`src/rtl/bus_arbiter.sv`:
```
// bus_arbiter: round-robin single-owner word bus with lock bursts; sources (src_req/src_lock/src_data/src_dst) in, registered src_gnt/bus_data/bus_valid/bus_owner/dst_ld/bus_err out
module bus_arbiter #(
  parameter int word_width = 32,
  parameter int num_src = 4,
  parameter int num_dst = 4,
  parameter int src_idx_w = 2
) (
  input  logic                          clk,
  input  logic                          reset,
  input  logic [num_src-1:0]            src_req,
  input  logic [num_src-1:0]            src_lock,
  input  logic [num_src*word_width-1:0] src_data,
  input  logic [num_src*num_dst-1:0]    src_dst,
  output logic [num_src-1:0]            src_gnt,
  output logic [word_width-1:0]         bus_data,
  output logic                          bus_valid,
  output logic [src_idx_w-1:0]          bus_owner,
  output logic [num_dst-1:0]            dst_ld,
  output logic                          bus_err
);
  typedef enum logic [1:0] {IDLE, OWN, LOCKED} state_t;
  state_t state, state_nx;
  logic [src_idx_w-1:0] rr_ptr, rr_nx, win, cand;
  logic found, keep, one_hot;
  logic [num_dst-1:0] wdst;
  logic [word_width-1:0] wdata;
  always_comb begin
    keep = state == LOCKED && src_req[bus_owner] && src_lock[bus_owner];
    win = bus_owner;
    found = keep;
    cand = '0;
    for (int j = num_src - 1; j >= 0; j--) begin
      cand = src_idx_w'((int'(rr_ptr) + j) % num_src);
      if (!keep && src_req[cand]) begin
        win = cand;
        found = 1'b1;
      end
    end
    wdata = src_data[win * word_width +: word_width];
    wdst = src_dst[win * num_dst +: num_dst];
    one_hot = $onehot(wdst);
    state_nx = !found ? IDLE : src_lock[win] ? LOCKED : OWN;
    rr_nx = found && !keep ? src_idx_w'((int'(win) + 1) % num_src) : rr_ptr;
  end
  always_ff @(posedge clk) begin
    if (reset) begin
      state <= IDLE;
      rr_ptr <= '0;
      src_gnt <= '0;
      bus_data <= '0;
      bus_valid <= 1'b0;
      bus_owner <= '0;
      dst_ld <= '0;
      bus_err <= 1'b0;
    end else begin
      state <= state_nx;
      rr_ptr <= rr_nx;
      src_gnt <= found ? num_src'(1) << win : '0;
      bus_data <= found ? wdata : '0;
      bus_valid <= found;
      bus_owner <= found ? win : '0;
      dst_ld <= found && one_hot ? wdst : '0;
      bus_err <= found && !one_hot;
    end
  end
endmodule

```
`config.mk`:
```
export PLATFORM = sky130hd
export DESIGN_NAME = bus_arbiter
export DESIGN_NICKNAME = d
export VERILOG_FILES = /design/src/rtl/bus_arbiter.sv
export SDC_FILE = /design/constraint.sdc
export NUM_CORES = 1
export LEC_CHECK = 0
export ABC_AREA = 1
export BUFFER_PORTS_ARGS = -buffer_cell sky130_fd_sc_hd__buf_2
export CAP_MARGIN = 20
export CORE_MARGIN = 2
export CORE_UTILIZATION = 46
export DETAILED_ROUTE_END_ITERATION = 8
export HOLD_SLACK_MARGIN = 0.05
export PLACE_DENSITY = 0.87
export RECOVER_POWER = 25
export SYNTH_ARGS = -nofsm -noshare
export SYNTH_HDL_FRONTEND = slang
export SYNTH_SLANG_ARGS = --single-unit
```
`constraint.sdc`:
```
create_clock -name clk -period 7.7 [get_ports clk]
set_input_delay 1.54 -clock clk [delete_from_list [all_inputs] [get_ports clk]]
set_output_delay 1.54 -clock clk [all_outputs]
set_load 0.03 [all_outputs]
```
==> metrics.txt <==
Yosys top cell area share 0.327; Min Clock Period, post-route ~4.6 ns; Net Count, Synth about 590; register area share after synthesis 0.327; Max Fclk between 200 and 250 MHz; Routed Antenna Nets 0; CTS tree built; Vias 3316; Cell Pwr Density around 490 nW/um^2; Post-CTS Setup Bufs 0; GP Congestion approximately 0.91; DIE AREA about 7000 um^2; Max-Cap Viols 0; total negative slack 0 ns; Detailed Routing Iterations Pass 1 6; Layout area overhead 33.8%; Cell Area, Synth 2940 um^2; number of vias per cell 4.76; H-tree levels 2; met2 Usage GRT 0.404; Std-Cell Rows 29; CP max stage cell nand2_4; period utilization 0.599; CTS clock-pin slew for the worst setup and hold paths 0.09 ns; Num CTS Buffers 5; register bit total from synthesis 48; Die H between 80 and 90 um; Lkg Pwr 2.26 nW; Avg Inst Size Synth 6.77 um^2; met3 GRT Util 0.0465; worst clock skew 0.00743 ns; crit start category primary input; multi-input logic area between 1000 and 1500 um^2; Buffers on Ports between 150 and 200; Worst Path Max Fanout 54; peak supply drop about 0.0005 V; CP required 7.93 ns; ANT cells 0; status finished clean; post-layout util 0.627; worst setup path class in2reg; Register Area 961 um^2; largest net degree at the start of global routing between 100 and 150; WP data arrival 4.84 ns; worst-path cell chain buf_2, inv_1, nand2_1, o21ai_0, nand2_1, o21ai_1, inv_1, nand2_1, nand2_1, nand2_1, nand2_4, nand2_4, nand2_1, nand3_1, nand2_1, inv_1, fa_1, ha_1, ha_1, nor3b_1, nand2_1, nor2_1; # DRC 0; DRT iter0 DRCs 165; met1 usage 0.254; WL final 7.94 mm; Pins Over Slew Limit 0; hold buffer count at cts 0; worst slew pin tran 1.06 ns; Largest delay share family, worst path simple AND/OR/NAND/NOR gates; Syn Inst Count between 400 and 500; wire per inst 11.4 um; first-pass GRT wire length 12.9 mm; Final Hold Fails 0; chip width 84.0 um; Most Used Layer, Global Route met2; gr usage total 0.220; post-route insts no fill 696; Hold Path Class reg2reg; DP HPWL 6.21 mm; fin nets between 700 and 800; Setup violations, final 0; vias in the first global route about 3000; Overflow after GRT 0; Ports 198; Filler cells between 500 and 600; core area 6280 um^2; most used cell, CP nand2_1; number of distinct library cells after synthesis 28; Placed Instances 687; post-synth top area cell dfxtp_1; crit end category register; Root Driver clkbuf_8; RSZ-0062 raised after global routing false; layout cell share with drive strength beyond 1 0.323; antenna violations before repair 0; worst-skew pair later-pin latency between 0.2 and 0.3 ns; Slew headroom 0.294; top post-synthesis cells by area dfxtp_1, nand2_1, inv_1; Initial Util 0.469; Clock Path Buffers 2; Clock Sinks between 40 and 50; Synth warnings 0; CP peak stage delay 0.47 ns; Post-CTS Resized 0; Bufs and invs on worst path 4
[metal layers]
layer / part of all wire / vias to the layer above / wire length, um
met5: 0 / - / 0
met4: 0.020 / 0 / 159
met3: 0.072 / 14 / 570
met2: 0.50 / 150 / 3960
met1: 0.41 / 1395 / 3250
li1: - / 1757 / -
[registers in the layout, summed over array words and instances, names as in the netlist]
register   flops
rr_ptr         2
bus_data      32
bus_valid      1
src_gnt        4
dst_ld         4
bus_err        1
bus_owner      2
state          2
[logic make-up after synthesis]
kind of cell    count (synthesis)  synth area share
xor+xnor                        2           0.00851
simple gates                  208             0.323
compound gates                 75             0.159
buf+inv                        99             0.168
fa+ha+maj                       3            0.0153
flops                          48             0.327
[cells in the mapped netlist (all sizes together)]
cell    count
nand3      47
nor2       14
fa          1
nor3        1
nor3b       1
o21ai      23
inv        77
o211ai     35
ha          2
nand2     136
xor2        1
xnor2       1
nand4       2
nand3b      7
a21oi      17
buf        22
dfxtp      48
[final timing paths]
kind / start / cells after the start / endpoint / slack [ns]
worst max-delay path: src_req[0] / 22 / dst_ld[3] / 3.09
worst min-delay path: rr_ptr[1] / 4 / rr_ptr[1] / 0.69
worst max register to register: rr_ptr[0] / 20 / dst_ld[3] / 3.56
worst min register to register: rr_ptr[1] / 4 / rr_ptr[1] / 0.69
[per-stage QoR]
| stage | power [mW] | hold slack, ns | area [um^2] | worst slack, ns |
|---|---|---|---|---|
| floorplan | 1.58 | 0.675 | 2940 | 3.49 |
| global placement | 1.66 | 0.672 | 3820 | 2.63 |
| detailed placement | 1.72 | 0.677 | 3820 | 2.35 |
| CTS | 1.93 | 0.692 | 3950 | 2.66 |
| global route | 2.11 | 0.756 | 3940 | 2.76 |
| finish | 1.91 | 0.689 | 3940 | 3.09 |
[power breakdown]
| part | switching [mW] | leakage, nW | internal, mW | total (mW) |
|---|---|---|---|---|
| registers | 0.0378 | 0.398 | 0.352 | 0.390 |
| logic | 0.906 | 1.80 | 0.419 | 1.32 |
| clock network | 0.0843 | 0.0645 | 0.115 | 0.199 |
| total | 1.03 | 2.26 | 0.886 | 1.91 |
[cell usage in the layout (no fill, tap or decap), drive strengths merged]
master,count
ha,2
dfxtp,48
nor2,14
buf,175
nand3b,7
inv,77
xnor2,1
nor3b,1
nand4,2
fa,1
clkbuf,30
xor2,1
nand2,136
o21ai,23
o211ai,35
bufinv,1
a21oi,17
nor3,1
nand3,47
[layout make-up]
class                           instances  area share
Multi-Input combinational cell        288       0.378
Timing Repair Buffer                  198       0.248
Sequential cell                        48       0.244
Inverter                               77      0.0734
Clock buffer                            7      0.0245
Tap cell                               77      0.0245
Clock inverter                          1     0.00763
[worst min-delay path, stage by stage (launching register included)]
cell     delay [ns]
dfxtp_1        0.40
inv_1          0.10
a21oi_1        0.07
nand2_1        0.05
inv_1          0.03
No activity file was read; power rests on OpenSTA's default activity.
